$ cat src/rtl/prio_encoder_rr.sv
// +--------------------------------------------------------------------------+
// | Module   : prio_encoder_rr                                               |
// | Function : registered N-to-log2(N) request encoder with fixed-priority   |
// |            or round-robin arbitration and a valid/ack output slot.       |
// | Revision : 1.0  initial release                                          |
// +--------------------------------------------------------------------------+
`default_nettype none

module prio_encoder_rr #(
  parameter int N    = 4,
  parameter int W    = (N <= 2) ? 1 : $clog2(N),
  parameter int MODE = 0
) (
  input  logic         clk,
  input  logic         rst,
  input  logic [N-1:0] I,
  input  logic         ack,
  output logic [W-1:0] y,
  output logic         v,
  output logic [N-1:0] onehot
);

  localparam logic [W-1:0] c_last = W'(N - 1);
  localparam logic [N-1:0] c_one  = N'(1);

  logic [W-1:0] r_y;
  logic         r_v;
  logic [N-1:0] r_onehot;

  logic         w_free;
  logic         w_accept;
  logic         w_any;
  logic [W-1:0] w_win;
  logic [W-1:0] w_y_next;

  assign w_free   = ~r_v | ack;
  assign w_accept = r_v & ack;
  assign w_any    = |I;
  // Wrap at N-1 so non-power-of-two N never yields an out-of-range index.
  assign w_y_next = (r_y == c_last) ? '0 : r_y + 1'b1;

  generate
    if (MODE == 0) begin : g_fixed
      always_comb begin
        w_win = '0;
        for (int i = 0; i < N; i++) begin
          if (I[i]) w_win = W'(i);
        end
      end
    end else begin : g_rr
      logic [W-1:0] r_ptr;
      logic [W-1:0] w_base;

      // A retiring grant moves the search start within the same cycle.
      assign w_base = w_accept ? w_y_next : r_ptr;

      always_ff @(posedge clk) begin
        if (rst) begin
          r_ptr <= '0;
        end else if (w_accept) begin
          r_ptr <= w_y_next;
        end
      end

      // Lowest index at or above base wins; otherwise lowest index below it.
      always_comb begin
        w_win = '0;
        for (int i = N - 1; i >= 0; i--) begin
          if (I[i] && (i < int'(w_base))) w_win = W'(i);
        end
        for (int i = N - 1; i >= 0; i--) begin
          if (I[i] && (i >= int'(w_base))) w_win = W'(i);
        end
      end
    end
  endgenerate

  always_ff @(posedge clk) begin
    if (rst) begin
      r_y      <= '0;
      r_v      <= 1'b0;
      r_onehot <= '0;
    end else if (w_free) begin
      r_v      <= w_any;
      r_y      <= w_any ? w_win : '0;
      r_onehot <= w_any ? (c_one << w_win) : '0;
    end
  end

  assign y      = r_y;
  assign v      = r_v;
  assign onehot = r_onehot;

endmodule

`default_nettype wire

$ cat config.mk
export PLATFORM = sky130hd
export DESIGN_NAME = prio_encoder_rr
export DESIGN_NICKNAME = d
export VERILOG_FILES = /design/src/rtl/prio_encoder_rr.sv
export SDC_FILE = /design/constraint.sdc
export NUM_CORES = 1
export LEC_CHECK = 0
export ABC_AREA = 1
export CAP_MARGIN = 20
export CORE_AREA = 2 2 39 41
export DETAILED_ROUTE_END_ITERATION = 8
export DIE_AREA = 0 0 41 43
export PLACE_DENSITY = 0.56
export SYNTH_ARGS = -nofsm -noshare
export SYNTH_HDL_FRONTEND = slang
export SYNTH_SLANG_ARGS = --single-unit
$ cat constraint.sdc
create_clock -name clk -period 0.95 [get_ports clk]
set_input_delay 0.19 -clock clk [delete_from_list [all_inputs] [get_ports clk]]
set_output_delay 0.19 -clock clk [all_outputs]
set_load 0.02 [all_outputs]
---- Word-level counts from Yosys, hierarchy flattened ----
Index checks and enable logic that the tools add are counted.
cells by class
  shift operators ......................... 1
  multiplexer cells ....................... 5
  bitwise logic cells ..................... 2
  reduce and logical (&&, ||, !) cells .... 1
operators by type and width
  cell                 count
  $mux 2               3
  $mux 4               1
  $reduce_or 4->1      1
  $shl 1x2->4 const A  1
  $mux 1               1
  $not 1->1            1
  $or 1x1->1           1
word-level totals
  bits in registers ....................... 7
  input port bits ......................... 7
  output and inout bits ................... 7

---- Logic depth before layout (Yosys ltp) ----
Gate-level depths: netlist (run 1).
  word-level depth ........................ 5
  gate-level depth with buffers ........... 5

---- Worst setup path after synthesis (run 1) ----
No wires, ideal clock.
  path type ............................... reg2reg
  from .................................... register r_v, in the netlist v
  to ...................................... register r_y[0], in the netlist y[0]
  arrival time ............................ 0.765 ns
  data required time ...................... 0.833 ns
  slack ................................... 0.068 ns
  cell stages (with the launch flop) ...... 4
  period minus slack after synthesis ...... 0.882 ns
  path through ............................ dfxtp_1 nand2_4 o21ai_0 nor2_1
between the ends
  word-level cells in the longest chain between the ends .. 2
RTL lines
  element                 RTL line  RTL
  from (decl)             27        logic r_v;
  from (signal assigned)  84        r_v <= w_any;
  $not 1->1               36        assign w_free = ~r_v | ack;
  $or 1x1->1              36
  to (signal assigned)    85        r_y <= w_any ? w_win : '0;
  to (decl)               26        logic [W-1:0] r_y;
Every way passes these cells.
A chain may end at the register's enable or synchronous reset.

---- Worst setup path after layout (run 1) ----
  from .................................... register r_onehot[0], in the netlist onehot[0]
  to ...................................... output onehot[0]
RTL lines
  element                 RTL line  RTL
  from (decl)             28        logic [N-1:0] r_onehot;
  from (signal assigned)  86        r_onehot <= w_any ? (c_one << w_win) : '0;
  to (decl)               20        output logic [N-1:0] onehot
No word-level cell between the ends.

==> results of run 1 <==
[timing repair]
action / in CTS / in global routing
gates resized for setup: 28 / 9
pin swaps: 0 / 2
endpoints found under the setup margin: 7 / 7
endpoints found under the hold margin: 0 / 0
[metrics by stage]
| step | setup slack [ns] | power, mW | cell area [um2] | hold WS, ns | util [%] |
|---|---|---|---|---|---|
| final | 0.0335 | 0.716 | 470 | 0.262 | 34.0 |
| after global routing | 0.00120 | 0.757 | 470 | 0.275 | 34.0 |
| after detailed placement | -0.219 | 0.464 | 457 | 0.455 | 33.0 |
| after global placement | -0.222 | 0.464 | 457 | 0.453 | 33.0 |
| after CTS | 0.0171 | 0.721 | 448 | 0.461 | 32.4 |
| after floorplan | 0.0682 | 0.386 | 284 | 0.259 | - |
[state kept, by name, summed over array words and instances, names as in the netlist]
signal,flops
y,2
onehot,4
v,1
[where the power goes]
group,switching (mW),internal [mW],leakage (nW),total [mW]
clock network,0.106,0.160,0.0150,0.266
logic,0.0690,0.0628,0.165,0.132
registers,0.00766,0.311,0.0580,0.319
total,0.183,0.534,0.238,0.716
[synth_stat cells]
| library cell | n |
|---|---|
| nand2_4 | 1 |
| dfxtp_1 | 7 |
| nand2_1 | 6 |
| inv_1 | 5 |
| nor2_2 | 1 |
| a21oi_1 | 3 |
| o21ai_0 | 2 |
| o21ai_1 | 2 |
| nand3_1 | 3 |
| nor2_1 | 7 |
| clkinv_2 | 1 |
| inv_2 | 1 |
[tightest hold or removal path, stage by stage]
cell and delay [ns]:
dlymetal6s2s_1 0.13, nor2_1 0.07, nor2_1 0.08
[how the worst max path moves through the flow]
stage	end	slack [ns]
floorplan	y[0]	0.07
global placement	y[0]	-0.22
detailed placement	y[0]	-0.22
CTS	onehot[0]	0.02
global route	onehot[1]	0.001
finish	onehot[0]	0.03
[final cells by class]
type / instances / area (um2) / share of cell area, %
inverter: 7 / 28.8 / 6.12
multi-input combinational: 25 / 121 / 25.8
clock buffer: 4 / 26.3 / 5.59
timing repair buffer: 16 / 134 / 28.5
tap: 16 / 20.0 / 4.26
sequential: 7 / 140 / 29.8
[per-layer routing]
layer / wire, um / share of wire (%)
met1: 294 / 48
met2: 249 / 41
met3: 60 / 9.9
met4: 4 / 0.66
met5: 0 / 0
[logic make-up after synthesis]
kind of cell | after synthesis | share of synthesized area, %
AOI/OAI and AO/OA | 7 | 12.3
buffers and inverters | 7 | 9.69
DFF | 7 | 49.3
and+or+nand+nor | 18 | 28.6
==> metrics.txt, run 1 <==
M3 GR Usage=3.66%; vias in the first global route=256; largest net degree at the start of global routing=9; depth of the CTS H-tree=1; Critical Path AT=0.73 ns; reg2reg setup slack=0.10 ns; fillcell total=157; final WL=608 um; Num Clock Sinks=7; clk buf depth=2; Worst-Margin Slew=0.144 ns; reg-to-reg endpoint=v; width of the die=41 um; CP startpoint=onehot[0]; Final HPWL DP=468 um; DR vias/cell=3.96; dpl cells=71; ANT cells=0; initial antenna violation count=0; slowest CP cell=dfxtp_1; Global Route met1 Usage=10.6%; clk slew on worst S/H paths=0.05 ns; Die Y=43 um; input/output buffers=13; max cap viols=0; GRT met2 Usage=9.38%; R2R Path Start=v; Final Hold Fails=0; Post-CTS Setup Inserts=0; synth top area cells=dfxtp_1, nor2_1, nand2_1; endpoints failing setup=0; Tmin final=0.917 ns; hold path depth=3; Setup Skew=0.00127 ns; share of layout cells above drive strength 1=32.2%; most frequent cells in the layout=dfxtp_1, nor2_1, buf_4; die area=1760 um2; R2R cell count=5; WP depth=1; VDD IR max=0.546 mV; period utilisation layout=96.5%; WL/cell=8.11 um; Mapped Area=284 um2; CTS tree=done; later-pin clock latency in the skew report=0.24 ns; Power Dens Cells=1520 nW/um2; Synth area leader=dfxtp_1; Root Buffer=clkbuf_4; most common cell after layout, fill and taps aside=dfxtp_1; leak pwr=0.238 nW; Synth top area share=49.3%; initial cell density of the core=20.5%; Tot GR Track Use=8.23%; WP data required=0.76 ns; max_slew headroom=90.3%; fin cells=75; family with the most delay on the worst path=flip-flops; hold_sp=I[3]; # DRC=0; area grow syn2layout=65.6%; core area=1380 um2; hold crit path type=input port to flip-flop; RSZ-0062 raised after global routing=no; Peak Freq=1.09 GHz; drt pass-1 iters=4; first-pass GRT wire length=938 um; largest fanout on the critical path=2; CTS buffer count=3; startpoint types=flip-flop; Nets=67; Slew Viols, Final=0; setup_tns=0 ns; WP buf/inv=1; hold endpoint=onehot[3]; biggest cell delay along the critical path=0.32 ns; routed via count=297; antenna violation net count after detailed routing=0; gr busiest metal=met1; Ports=14; status=finished clean; GPL Wtd Cong=0.734; hold buffer count at cts=0; post-synthesis cell type count=12; iteration-0 DRC count of the detailed router=7; sequential-to-total area share from yosys stat=49.3%; average cell area after synthesis=7.28 um2; grt total ovfl=0; Critical Setup Path Class=flip-flop to output pin; Mapped Cells=39; FF+latch count, synth=7; Site Rows=14; cell-by-cell trace of the critical path=buf_2; yosys warns=0; critical path endpoint category=output pin; post-synthesis net count=46
Power figures use the tool's default switching activity.
==> run 2, diff against run 1 <==
Settings changed: MAX_ROUTING_LAYER set to met4, SKIP_LAST_GASP set to 1.
==> results of run 2 <==
The final DEF is identical to that of run 1; final timing and power are the same.
Among the figures that moved: final weighted congestion in routability-driven placement 0.734 -> 0.743; overall routing resource usage 8.23% -> 8.44%
==> run 3, diff against run 2 <==
Settings changed: CTS_BUF_LIST set to sky130_fd_sc_hd__clkbuf_8.
==> run 3 against run 2 <==
  * Combinational power about the same
  * Non-clock buffer count unchanged
  * Count of clock-buffer cells in the layout down 1
  * Setup slack better by 0.025 ns
  * Clock power up 50%
  * Critical endpoint is now onehot[2]
  * Largest power group is now clock
==> metrics.txt, run 3 (synthesis gave the netlist of run 1 again) <==
clk buf depth=2; largest fanout on the critical path=2; antenna violation net count after detailed routing=0; family with the most delay on the worst path=flip-flops; max cap viols=0; drt pass-1 iters=4; Critical Path AT=0.70 ns; final worst setup slack=0.0588 ns; Root Buffer=clkbuf_8; grt total ovfl=0; Logic pwr share=15.2%; input/output buffers=13; Num Clock Sinks=7; Site Rows=14; GPL Wtd Cong=0.743; dpl cells=71; area grow syn2layout=71.8%; depth of the CTS H-tree=1; clock share of power=47.1%; routed via count=293; met3 routed WL=62 um; Setup Skew=0.00302 ns; Met1 Wirelength=297 um; top routing layer used=met4; ANT cells=0; Peak Freq=1.12 GHz; later-pin clock latency in the skew report=0.22 ns; width of the die=41 um; WP data required=0.76 ns; Met2 Wirelength=264 um; hold slack=0.331 ns; Die Y=43 um; critical path endpoint category=output pin; CP startpoint=onehot[2]; hold buffer count at cts=0; first-pass GRT wire length=993 um; largest net degree at the start of global routing=9; iteration-0 DRC count of the detailed router=4; CTS buffer count=3; clk slew on worst S/H paths=0.04 ns; Tmin final=0.891 ns; Worst-Margin Slew=0.180 ns; cell-by-cell trace of the critical path=buf_2; leak pwr=0.270 nW; WL/cell=8.37 um; endpoints failing setup=0; # DRC=0; WP buf/inv=1; CTS tree=done; Final Hold Fails=0; biggest cell delay along the critical path=0.32 ns; Seq pwr share=37.7%; fin cells=75; Power Dens Cells=1740 nW/um2; max reg flops=4; RSZ-0062 raised after global routing=no; startpoint types=flip-flop; Critical Setup Path Class=flip-flop to output pin; hold crit path type=input port to flip-flop; vias in the first global route=270; Post-CTS Setup Inserts=0; VDD IR max=0.645 mV; switch share=23.5%; final WL=628 um; Slew Viols, Final=0; Tot GR Track Use=8.95%; initial antenna violation count=0; most frequent cells in the layout=nor2_1, dfxtp_1, buf_2; Nets=67; period utilisation layout=93.8%; slowest CP cell=dfxtp_1; R2R Path Start=v; Final HPWL DP=468 um; initial cell density of the core=20.5%; hold_sp=I[3]; status=finished clean; DR vias/cell=3.91; die area=1760 um2; Ports=14; share of layout cells above drive strength 1=30.5%; max_slew headroom=88.0%; Util after Layout=35.3%; Psw=199 uW; core area=1380 um2; pre-CTS WS=-0.219 ns; P_int=648 uW
[run 3: cell types whose count changed in the layout (fill, tap and decap cells not counted), moves of 2 or more]
cell,before,now
clkdlybuf4s50_1,5,3
buf_2,3,7
buf_4,6,3
clkbuf_4,3,0
dlymetal6s2s_1,1,3
nor2_2,2,0
clkbuf_8,0,3
[run 3: final timing paths]
check	slack (ns)	end	depth (start not counted)
min reg2reg	0.45	onehot[2]	2
min	0.33	onehot[3]	3
max	0.06	onehot[2]	1
max reg2reg	0.10	y[0]	5
[run 3: layer usage]
layer  GRT usage [%]  up-vias
met5               -        -
met1            10.9      123
li1                -      159
met2            10.6        9
met4            8.00        0
met3            3.66        2
[run 3: cell type report]
class	count	area (um2)
clock buffers	3	41.3
clock inverters	1	3.75
fillers	159	896
inverters	7	28.8
multi-input cells	25	129
flip-flops and latches	7	140
well taps	16	20.0
repair buffers	16	125
[run 3: power by group through the flow]
| stage | sequential (mW) | combinational [mW] | clock [mW] |
|---|---|---|---|
| final | 0.319 | 0.129 | 0.399 |
| after global placement | 0.324 | 0.139 | 0 |
| after floorplan | 0.347 | 0.0392 | 0 |
| after CTS | 0.319 | 0.127 | 0.414 |
| after detailed placement | 0.325 | 0.139 | 0 |
| after global routing | 0.321 | 0.143 | 0.428 |
[run 3: stage by stage]
step / area (um2) / total power [mW] / TNS (ns)
2_1_floorplan: 284 / 0.386 / 0
3_3_place_gp: 457 / 0.464 / -2.34
4_1_cts: 473 / 0.861 / -0.0480
3_5_place_dp: 457 / 0.464 / -2.35
5_1_grt: 488 / 0.891 / 0
6_report: 488 / 0.847 / 0
[run 3: what timing repair did]
item                                    4_1_cts  5_1_grt
gates resized for setup                      27        8
endpoints found under the setup margin        7        7
pin swaps                                     0        2
